===== src/rtl/median_arbiter.sv =====
// ============================================================================
// median_arbiter : round-robin sharing of one MEDIAN filter among NREQ windows
// Rev 1.0
// ============================================================================
`default_nettype none

module median_arbiter #(
   parameter int WIDTH   = 8,
   parameter int NREQ    = 4,
   parameter int TIMEOUT = 63
) (
   input  logic                  CLK,
   input  logic                  RST,
   input  logic [NREQ-1:0]       REQ,
   output logic [NREQ-1:0]       GNT,
   input  logic [NREQ*WIDTH-1:0] DI,
   input  logic [NREQ-1:0]       DSI,
   output logic [WIDTH-1:0]      DO,
   output logic [NREQ-1:0]       DONE,
   output logic                  ERR,
   output logic                  BUSY,
   output logic [WIDTH-1:0]      M_DI,
   output logic                  M_DSI,
   output logic                  M_NRST,
   input  logic [WIDTH-1:0]      M_DO,
   input  logic                  M_DSO
);

   localparam int PW  = (NREQ > 1) ? $clog2(NREQ) : 1;
   localparam int WDW = $clog2(TIMEOUT + 1);
   localparam logic [NREQ-1:0] ONE = {{(NREQ-1){1'b0}}, 1'b1};

   typedef enum logic [1:0] {
      ST_IDLE  = 2'd0,
      ST_LOAD  = 2'd1,
      ST_WAIT  = 2'd2,
      ST_ABORT = 2'd3
   } state_t;

   state_t           state, state_nx;
   logic [PW-1:0]    ptr, ptr_nx, g, g_nx, pick, cand;
   logic [3:0]       cnt, cnt_nx;
   logic [WDW-1:0]   wdog, wdog_nx, wdog_inc;
   logic [NREQ-1:0]  gnt, gnt_nx, done, done_nx;
   logic [WIDTH-1:0] med, med_nx;
   logic             err, err_nx;
   logic [WIDTH-1:0] di_arr [NREQ];

   for (genvar i = 0; i < NREQ; i++) begin : g_unpack
      assign di_arr[i] = DI[i*WIDTH +: WIDTH];
   end

   // Lowest offset from ptr wins, so iterate from the far end down.
   always_comb begin
      pick = ptr;
      cand = ptr;
      for (int k = NREQ; k >= 1; k--) begin
         cand = PW'((int'(ptr) + k) % NREQ);
         if (REQ[cand]) pick = cand;
      end
   end

   assign wdog_inc = (wdog == WDW'(TIMEOUT)) ? wdog : wdog + WDW'(1);

   always_comb begin
      state_nx = state;
      ptr_nx   = ptr;
      g_nx     = g;
      cnt_nx   = cnt;
      wdog_nx  = wdog;
      gnt_nx   = gnt;
      med_nx   = med;
      done_nx  = '0;
      err_nx   = 1'b0;
      case (state)
         ST_IDLE: begin
            if (|REQ) begin
               g_nx     = pick;
               gnt_nx   = ONE << pick;
               cnt_nx   = 4'd0;
               state_nx = ST_LOAD;
            end
         end
         ST_LOAD: begin
            if (DSI[g]) begin
               cnt_nx = cnt + 4'd1;
               if (cnt == 4'd8) begin
                  wdog_nx  = '0;
                  state_nx = ST_WAIT;
               end
            end else if (cnt != 4'd0) begin
               gnt_nx   = '0;
               err_nx   = 1'b1;
               state_nx = ST_ABORT;
            end else if (!REQ[g]) begin
               gnt_nx   = '0;
               ptr_nx   = g;
               state_nx = ST_IDLE;
            end
         end
         ST_WAIT: begin
            wdog_nx = wdog_inc;
            if (M_DSO) begin
               med_nx   = M_DO;
               done_nx  = ONE << g;
               ptr_nx   = g;
               gnt_nx   = '0;
               state_nx = ST_IDLE;
            end else if (wdog_inc == WDW'(TIMEOUT)) begin
               gnt_nx   = '0;
               err_nx   = 1'b1;
               state_nx = ST_ABORT;
            end
         end
         default: begin
            ptr_nx   = g;
            state_nx = ST_IDLE;
         end
      endcase
   end

   always_ff @(posedge CLK) begin
      if (RST) begin
         state <= ST_IDLE;
         ptr   <= PW'(NREQ - 1);
         g     <= '0;
         cnt   <= '0;
         wdog  <= '0;
         gnt   <= '0;
         med   <= '0;
         done  <= '0;
         err   <= 1'b0;
      end else begin
         state <= state_nx;
         ptr   <= ptr_nx;
         g     <= g_nx;
         cnt   <= cnt_nx;
         wdog  <= wdog_nx;
         gnt   <= gnt_nx;
         med   <= med_nx;
         done  <= done_nx;
         err   <= err_nx;
      end
   end

   assign GNT    = gnt;
   assign DO     = med;
   assign DONE   = done;
   assign ERR    = err;
   assign BUSY   = (state != ST_IDLE);
   assign M_DI   = (state == ST_LOAD) ? di_arr[g] : '0;
   assign M_DSI  = (state == ST_LOAD) & DSI[g];
   assign M_NRST = !(RST | (state == ST_ABORT));

endmodule

`default_nettype wire

===== config.mk =====
export PLATFORM = sky130hd
export DESIGN_NAME = median_arbiter
export DESIGN_NICKNAME = d
export VERILOG_FILES = /design/src/rtl/median_arbiter.sv
export SDC_FILE = /design/constraint.sdc
export NUM_CORES = 1
export LEC_CHECK = 0
export ABC_AREA = 1
export CAP_MARGIN = 40
export CORE_MARGIN = 2
export CORE_UTILIZATION = 45
export DETAILED_ROUTE_END_ITERATION = 8
export HOLD_SLACK_MARGIN = 0.03
export PLACE_DENSITY = 0.86
export SYNTH_ARGS = -nofsm -noshare
export SYNTH_HDL_FRONTEND = slang
export SYNTH_SLANG_ARGS = --single-unit

===== constraint.sdc =====
create_clock -name CLK -period 2.2 [get_ports CLK]
set_input_delay 0.22 -clock CLK [delete_from_list [all_inputs] [get_ports CLK]]
set_output_delay 0.22 -clock CLK [all_outputs]
set_load 0.05 [all_outputs]

==> flow_summary_export.csv, run 1 <==
group,metric,value,unit
yosys,synthAdderAreaFrac,3.92,%
pwr,p_sw,1.75,mW
sta,skew,10.7,ps
yosys,synthArstFlopShare,0,%
yosys,yosys-top-cells-count,"nand2_1 (86), nor2_1 (76), inv_1 (37)",
grt,grt_overflow_total,0,
pwr,p_comb_share,61.0,%
yosys,ys_ff_latch,33,
die,die_w,74.5,um
layout,nets,504,
setup_path,reg2reg_from,"wdog[0]",
pwr,p_int,1.76,mW
min_path,hp-start,"DO[4]",
place,hpwl,4750,um
setup_path,reg2reg_depth,13,
grt,grt_pass1_wl,10100,um
layout,final_cells,514,
route,wl_per_cell,11.8,um
yosys,synth_cells,367,
pwr,p_seq_share,22.6,%
layout,diodes,0,
layout,syn2layout_area_growth,42.6,%
setup_path,end_kind,"primary output",
route,drc,0,
sta,min_period,1970,ps
yosys,synth-edff-count,0,
outcome,status,"complete, no violations",
setup_path,critPathArrivalTime,1750,ps
clocking,htree_num_levels,2,
clocking,cts.sinks,33,
setup_path,critPathTopFamily,"buffers and inverters",
setup_path,setup.worst_path.start,"state[1]",
yosys,synth_area_per_cell,6.09,um2
yosys,synth_most_common_cell,"nand2_1",
setup_path,start_kind,"register",
sta,relSlewSlack,63.3,%
job,drv_cap,0,
sta,worst_pin_slew,548,ps
route,drt_pass1_iterations,5,
min_path,hp-class,"reg2reg",
route,wirelength,6050,um
yosys,syn_area,2230,um2
yosys,synth_warnings,0,
clocking,numCtsBuffers,5,
clocking,postCtsSetupBuffers,0,
setup_path,cp_slowest_cell,"dfxtp_1",
yosys,synthMuxAreaShare,0,%
sta,drv_slew,0,
place,place.gp.congestion,0.933,
yosys,synth_fp_nets,425,
sta,final_hold_viol_count,0,
yosys,synth_seq_area_share,29.6,%
yosys,synth_simple_gate_area_share,41.2,%
yosys,yosysTopAreaCellShare,29.6,%
setup_path,criticalPathCategory,"reg2out",
yosys,synth_top_cell_by_area,"dfxtp_1",
yosys,yosys.cell_types.count,31,
grt,grt_pass1_vias,2486,
setup_path,path_depth,5,
sta,rsz0062_at_grt,"false",
pwr,clkPwrFrac,16.4,%
sta,finalSetupTns,0,ps
sta,max_freq,509,MHz
pwr,switching_share,49.8,%
clocking,cts_tree,"yes",
setup_path,ff2ff_setup_slack,370,ps
die,die_h,74.5,um
setup_path,crit_chain,"inv_1, ha_2, clkinvlp_4, a21oi_1, buf_4",
setup_path,cp_max_fo,10,
pwr,p_per_area,1100,nW/um2
grt,grt_max_degree,20,
layout,drive_gt1_share,11.0,%
clocking,cts_root_buffer,"clkbuf_8",
die,core,4750,um2
setup_path,regToRegEndpoint,"state[1]",
pwr,p_leak,1.42,nW
yosys,synthTopCellsByArea,"dfxtp_1 (30%), nand2_1 (14%), nor2_1 (13%)",
sta,finalSetupViolations,0,
yosys,synth_xor_area_share,0.392,%
pwr,peakVddDrop,0.805,mV
yosys,synth-compound-area-share,14.8,%
setup_path,path_buf_inv,3,
sta,finalHoldWorstSlack,489,ps
route,ant_nets,0,
grt,antenna_found_initial,0,
route,dr.first_iter.drc_count,95,
die,start_util,47.0,%
sta,finalCritPeriodShare,89.4,%
die,num_rows,25,
die,io_pins,79,
route,viasPerCell,4.95,
grt,gr-usage-all-layers,23.3,%
setup_path,worstPathRequired,1980,ps
die,dieArea,5540,um2
clocking,ctsResizeCount,0,
setup_path,critPathMaxStageDelay,330,ps
route,vias,2542,
setup_path,critPathCapture,"M_DI[6]",
clocking,insertion_delay,290,ps
place,dp.cells,506,
yosys,synth_top_family_by_area,"simple AND/OR/NAND/NOR gates",
place,numPortBuffers,78,
pwr,p_total,3.50,mW
clocking,postCtsHoldBufs,0,
yosys,ys.flop_type,"dfxtp_1",
clocking,cts.path.max_buffers,2,
clocking,clkTransAtPathRegs,80,ps
==> through the flow <==
stage,utilization [%],cell area (um2),worst slack [ps]
finish,67.0,3180,234
global route,67.0,3180,141
CTS,66.8,3180,55.7
detailed placement,64.4,3060,294
global placement,64.4,3060,384
floorplan,-,2230,201
==> how the worst min path moves through the flow <==
stage               endpoint  slack [ps]  cells after the start
finish                 DO[4]         490                      2
global route           DO[2]         520                      2
CTS                    DO[4]         490                      2
detailed placement     DO[4]         470                      2
global placement       DO[0]         460                      2
floorplan             ptr[0]         320                      2
==> layout make-up <==
class / instances / area, um2
clock buffers: 5 / 68.8
fillers: 430 / 1570
well taps: 67 / 83.8
multi-input cells: 280 / 1350
inverters: 43 / 165
repair buffers: 83 / 808
flip-flops and latches: 33 / 661
clock inverters: 3 / 46.3
==> worst register-to-register path, delay by kind of cell, from the launching register on <==
family,cells,cell delay (ps)
fa+ha+maj,1,300
buf+inv,1,40
flops,1,480
simple gates,11,960
==> kinds of logic after synthesis <==
| kind of cell | Yosys count |
|---|---|
| XOR/XNOR | 1 |
| adder cells (fa/ha/maj) | 7 |
| AO/OA/AOI/OAI | 61 |
| AND/OR/NAND/NOR | 211 |
| flip-flops | 33 |
| buffers and inverters | 54 |
==> per-layer routing <==
layer  up-vias  GRT usage, %  part of all wire [%]
met5         -             0                     0
met4         0          5.56                  0.71
met3         5          8.67                   7.9
met2        90          41.1                    49
met1      1126          26.7                    42
li1       1321             -                     -
==> registers in the layout, summed over array words and instances (netlist names) <==
name   count
state      2
DO         8
g          2
cnt        4
wdog       6
ERR        1
GNT        4
DONE       4
ptr        2
==> power groups by stage <==
stage | clock network (mW) | registers, mW | logic (mW)
after floorplan | 0 | 0.935 | 1.40
after global placement | 0 | 0.798 | 2.07
after detailed placement | 0 | 0.802 | 2.11
after CTS | 0.580 | 0.789 | 2.13
after global routing | 0.603 | 0.804 | 2.39
final | 0.576 | 0.791 | 2.14
==> layout by cell type, fill, tap and decap left out, types with 6 or more instances in the layout <==
| cell | instances |
|---|---|
| a21oi_1 | 21 |
| buf_4 | 14 |
| clkdlybuf4s50_1 | 67 |
| dfxtp_1 | 33 |
| ha_1 | 6 |
| inv_1 | 37 |
| nand2_1 | 86 |
| nand2_2 | 6 |
| nand3_1 | 20 |
| nand4_1 | 6 |
| nor2_1 | 76 |
| o21ai_0 | 31 |
Note: power is estimated with default switching activity, not from simulation.
==> inputs of run 2 (changes only) <==
--- a/config.mk
+++ b/config.mk
@@ -8,10 +8,10 @@
 export ABC_AREA = 1
 export CAP_MARGIN = 40
 export CORE_MARGIN = 2
-export CORE_UTILIZATION = 45
+export CORE_UTILIZATION = 40
 export DETAILED_ROUTE_END_ITERATION = 8
 export HOLD_SLACK_MARGIN = 0.03
-export PLACE_DENSITY = 0.86
+export PLACE_DENSITY = 0.78
 export SYNTH_ARGS = -nofsm -noshare
 export SYNTH_HDL_FRONTEND = slang
 export SYNTH_SLANG_ARGS = --single-unit
==> run 2 against run 1 <==
Effect of this change: die area grew 12%; total power grew 3.8%; global-route usage shrank 3.7 points; combinational power is essentially flat; maximum frequency shrank 2.7%; clock skew shrank 3.9 ps; sequential power grew 1%; flip-flop and latch count is the same; worst setup slack lost 55 ps; sequential share of layout area shrank 0.42 points.
==> flow_summary_export.csv, run 2 (synthesized netlist as in run 1, its figures left out) <==
group,metric,value,unit
outcome,status,"complete, no violations",
route,met3_length,449,um
sta,final_hold_viol_count,0,
sta,relSlewSlack,64.3,%
layout,layout_commonest_cell,"nand2_1",
die,start_util,41.1,%
pwr,p_comb_share,59.7,%
pwr,peakVddDrop,0.582,mV
pwr,p_sw,1.73,mW
pwr,p_per_area,1120,nW/um2
setup_path,criticalPathCategory,"reg2out",
route,wl_met1,2560,um
grt,gr-usage-all-layers,19.6,%
route,highest_layer,"met4",
job,drv_cap,0,
sta,finalSetupTns,0,ps
clocking,postCtsSetupBuffers,0,
clocking,insertion_delay,280,ps
die,io_pins,79,
place,dp.cells,513,
grt,grt_pass1_vias,2332,
sta,worst_pin_slew,535,ps
die,die_w,78.7,um
route,ant_nets,0,
die,num_rows,27,
layout,drive_gt1_share,11.4,%
route,wl_met2,2980,um
layout,final_cells,521,
setup_path,path_buf_inv,3,
pwr,clkPwrFrac,18.3,%
layout,diodes,0,
sta,drv_slew,0,
sta,max_freq,495,MHz
grt,antenna_found_initial,0,
setup_path,critPathArrivalTime,1800,ps
route,drc,0,
place,numPortBuffers,78,
sta,skew,6.82,ps
clocking,clkTransAtPathRegs,70,ps
setup_path,worstPathRequired,1980,ps
clocking,cts.path.max_buffers,2,
layout,largest_reg_flops,8,
route,wirelength,6010,um
setup_path,cp_slowest_cell,"dfxtp_1",
pwr,switching_share,47.5,%
clocking,cts.sinks,33,
setup_path,start_kind,"register",
layout,syn2layout_area_growth,45.5,%
sta,finalCritPeriodShare,91.9,%
setup_path,critPathTopFamily,"buffers and inverters",
pwr,p_int,1.91,mW
clocking,htree_num_levels,2,
setup_path,end_kind,"primary output",
sta,finalSetupViolations,0,
sta,rsz0062_at_grt,"false",
clocking,ctsResizeCount,0,
pwr,p_leak,1.45,nW
place,place.gp.congestion,0.891,
setup_path,critPathMaxStageDelay,330,ps
layout,nets,506,
route,vias,2515,
clocking,postCtsHoldBufs,0,
route,wl_per_cell,11.5,um
layout,fillCellCount,521,
pwr,p_seq_share,22.0,%
grt,grt_overflow_total,0,
clocking,cts_tree,"yes",
min_path,hp-class,"reg2reg",
setup_path,crit_chain,"inv_1, ha_2, clkinvlp_4, a21oi_1, buf_12",
sta,min_period,2020,ps
die,die_h,78.7,um
die,core,5440,um2
die,dieArea,6200,um2
place,hpwl,4830,um
route,viasPerCell,4.83,
grt,grt_pass1_wl,9790,um
clocking,numCtsBuffers,5,
grt,grt_max_degree,20,
clocking,cts_root_buffer,"clkbuf_8",
setup_path,cp_max_fo,10,
route,dr.first_iter.drc_count,151,
layout,mostFrequentLayoutCells,"nand2_1 (86), nor2_1 (76), clkdlybuf4s50_1 (67), inv_1 (37), dfxtp_1 (33)",
route,drt_pass1_iterations,4,
## run 2: cell count changes in the layout (fill, tap and decap cells not counted)
cell        delta
clkinvlp_4     -1
buf_12         +2
clkinv_2       +1
clkinv_4       -1
bufinv_16      +1
## run 2: path summary, 6_finish.rpt
check	slack, ps	endpoint	startpoint	depth (start not counted)
setup / recovery	180	M_DI[3]	state[1]	5
hold / removal	490	DO[1]	DO[1]	2
hold reg to reg	490	DO[1]	DO[1]	2
setup reg to reg	350	GNT[3]	wdog[0]	12
## run 2: cell type report
| type | instances | area (um2) | area share [%] |
|---|---|---|---|
| Clock buffer | 5 | 68.8 | 2.12 |
| Timing Repair Buffer | 85 | 848 | 26.1 |
| Multi-Input combinational cell | 280 | 1350 | 41.6 |
| Inverter | 43 | 165 | 5.08 |
| Sequential cell | 33 | 661 | 20.3 |
| Tap cell | 72 | 90.1 | 2.77 |
| Clock inverter | 3 | 65.1 | 2.00 |
## run 2: worst reg2reg max path, delay by kind of cell, from the launching register on
family,cells,cell delay (ps)
AND/OR/NAND/NOR,10,790
flip-flops,1,490
adder cells (fa/ha/maj),1,300
AO/OA/AOI/OAI,1,170
## run 2: power by group through the flow
| stage | combinational (mW) | sequential (mW) | clock [mW] |
|---|---|---|---|
| floorplan | 1.40 | 0.935 | 0 |
| global placement | 2.12 | 0.808 | 0 |
| detailed placement | 2.15 | 0.813 | 0 |
| CTS | 2.16 | 0.802 | 0.678 |
| global route | 2.40 | 0.821 | 0.703 |
| finish | 2.17 | 0.801 | 0.666 |
## run 2: stage by stage
step	hold slack, ps	util [%]	instance area [um2]	setup slack [ps]	total power, mW
finish	492	59.7	3250	179	3.64
CTS	494	59.6	3240	7.27	3.64
detailed placement	482	57.1	3110	297	2.97
global placement	463	57.1	3110	383	2.93
global route	522	59.7	3250	72.6	3.93
floorplan	320	-	2230	201	2.34
## run 2: layer usage
metal	vias up	GRT usage [%]
met2	66	36.7
met1	1127	21.2
met5	-	0
met4	0	3.68
met3	2	7.16
li1	1320	-
==> inputs of run 3 (changes only) <==
--- a/config.mk
+++ b/config.mk
@@ -11,7 +11,7 @@
 export CORE_UTILIZATION = 40
 export DETAILED_ROUTE_END_ITERATION = 8
 export HOLD_SLACK_MARGIN = 0.03
-export PLACE_DENSITY = 0.78
+export PLACE_DENSITY = 0.81
 export SYNTH_ARGS = -nofsm -noshare
 export SYNTH_HDL_FRONTEND = slang
 export SYNTH_SLANG_ARGS = --single-unit
==> constraint.sdc (replaced) <==
create_clock -name CLK -period 1.7 [get_ports CLK]
set_input_delay 0.17 -clock CLK [delete_from_list [all_inputs] [get_ports CLK]]
set_output_delay 0.17 -clock CLK [all_outputs]
set_load 0.05 [all_outputs]
==> run 3 against run 2 <==
Effect of this change: global-route usage is 1.1 points higher; total power is 44% higher; final area is 9.6% higher; clock skew is 1.3 ps lower; cell count is 1.9% higher; worst hold slack worse by 4.6 ps; via count is 5.5% higher; sequential share of layout area is 1.3 points lower; critical path depth is 1 higher; critical path type unchanged; critical endpoint is now M_DI[4]; largest power group unchanged.
==> flow_summary_export.csv, run 3 (synthesized netlist as in run 1, its figures left out) <==
group,metric,value,unit
layout,nets,516,
layout,mostFrequentLayoutCells,"nand2_1 (83), nor2_1 (73), clkdlybuf4s50_1 (62), inv_1 (36), dfxtp_1 (25)",
job,drv_cap,0,
place,numPortBuffers,78,
route,wl_per_cell,12.5,um
setup_path,cp_max_fo,8,
setup_path,criticalPathCategory,"reg2out",
grt,grt_pass1_wl,10400,um
place,place.gp.congestion,0.887,
pwr,p_seq_share,20.4,%
sta,skew,5.50,ps
die,core,5440,um2
setup_path,end_kind,"primary output",
clocking,htree_num_levels,2,
route,drc,0,
pwr,switching_share,48.5,%
layout,final_core_util,65.5,%
layout,largest_reg_flops,8,
route,wirelength,6630,um
clocking,numCtsBuffers,5,
pwr,p_sw,2.54,mW
die,die_h,78.7,um
setup_path,worstPathRequired,1530,ps
sta,finalSetupViolations,0,
clocking,cts.sinks,33,
pwr,p_int,2.69,mW
place,hpwl,4910,um
layout,syn2layout_area_growth,59.4,%
pwr,p_per_area,1470,nW/um2
setup_path,start_kind,"register",
pwr,p_comb_share,65.4,%
route,viasPerCell,5.00,
sta,finalHoldWorstSlack,488,ps
setup_path,ff2ff_setup_slack,80,ps
layout,layout_commonest_cell,"nand2_1",
clocking,cts.path.max_buffers,2,
sta,finalCritPeriodShare,97.7,%
pwr,clkPwrFrac,14.2,%
route,ant_nets,0,
clocking,postCtsHoldBufs,0,
pwr,p_leak,1.53,nW
grt,antenna_found_initial,0,
grt,grt_overflow_total,0,
grt,gr-usage-all-layers,20.7,%
sta,drv_slew,0,
clocking,cts_tree,"yes",
sta,worst_pin_slew,523,ps
sta,final_hold_viol_count,0,
die,dieArea,6200,um2
sta,min_period,1660,ps
die,io_pins,79,
clocking,clkTransAtPathRegs,70,ps
layout,diodes,0,
clocking,insertion_delay,280,ps
grt,grt_pass1_vias,2484,
grt,grt_max_degree,20,
place,dpl_cell_area,3260,um2
min_path,hp-class,"reg2reg",
setup_path,critPathArrivalTime,1490,ps
die,num_rows,27,
route,vias,2654,
route,drt_pass1_iterations,4,
route,dr.first_iter.drc_count,110,
clocking,cts_root_buffer,"clkbuf_8",
outcome,status,"complete, no violations",
layout,drive_gt1_share,20.3,%
sta,relSlewSlack,65.0,%
die,die_w,78.7,um
layout,design_area,3560,um2
sta,max_freq,602,MHz
die,start_util,41.1,%
pwr,peakVddDrop,0.954,mV
[run 3: final cells by class]
type                       instances  area (um2)
fill                             466        1880
multi-input combinational        280        1500
timing repair buffer              95        1020
sequential                        33         678
inverter                          43         165
tap                               72        90.1
clock buffer                       5        68.8
clock inverter                     3        46.3
[run 3: routing by layer]
metal,share of wire [%],track usage (%)
met1,41,22.0
met2,50,37.5
met3,8.4,8.30
met4,1.3,5.96
met5,0,0
[run 3: worst paths after layout]
kind | cells after the start | startpoint | endpoint
max | 6 | state[1] | M_DI[4]
min | 2 | DO[2] | DO[2]
max reg2reg | 12 | wdog[1] | GNT[3]
min reg2reg | 2 | DO[2] | DO[2]
[run 3: what timing repair did]
action,CTS,global route
gates cloned,0,0
buffers inserted,0,3
endpoints found under the setup margin,13,19
pin swaps,0,4
gates resized for setup,18,41
[run 3: power groups by stage]
stage	sequential (mW)	clock [mW]	combinational, mW
CTS	1.05	0.760	3.18
detailed placement	1.05	0	3.07
global placement	1.04	0	3.01
floorplan	1.21	0	1.89
finish	1.07	0.741	3.42
global route	1.08	0.814	3.69
[run 3: worst max-delay path: stages, from the launching register on]
cell	delay [ps]
dfxtp_2	340
inv_2	90
ha_4	180
clkinvlp_4	120
buf_12	170
a21oi_4	150
buf_12	150
[run 3: per-stage QoR]
stage	TNS [ps]	worst slack, ps	instances	power (mW)
detailed placement	-57.5	-42.4	520	4.12
global placement	0	16.9	520	4.06
global route	-65.7	-31.9	531	5.59
CTS	0	0.583	528	4.99
finish	0	39.5	531	5.23
floorplan	-36.2	-6.03	367	3.10
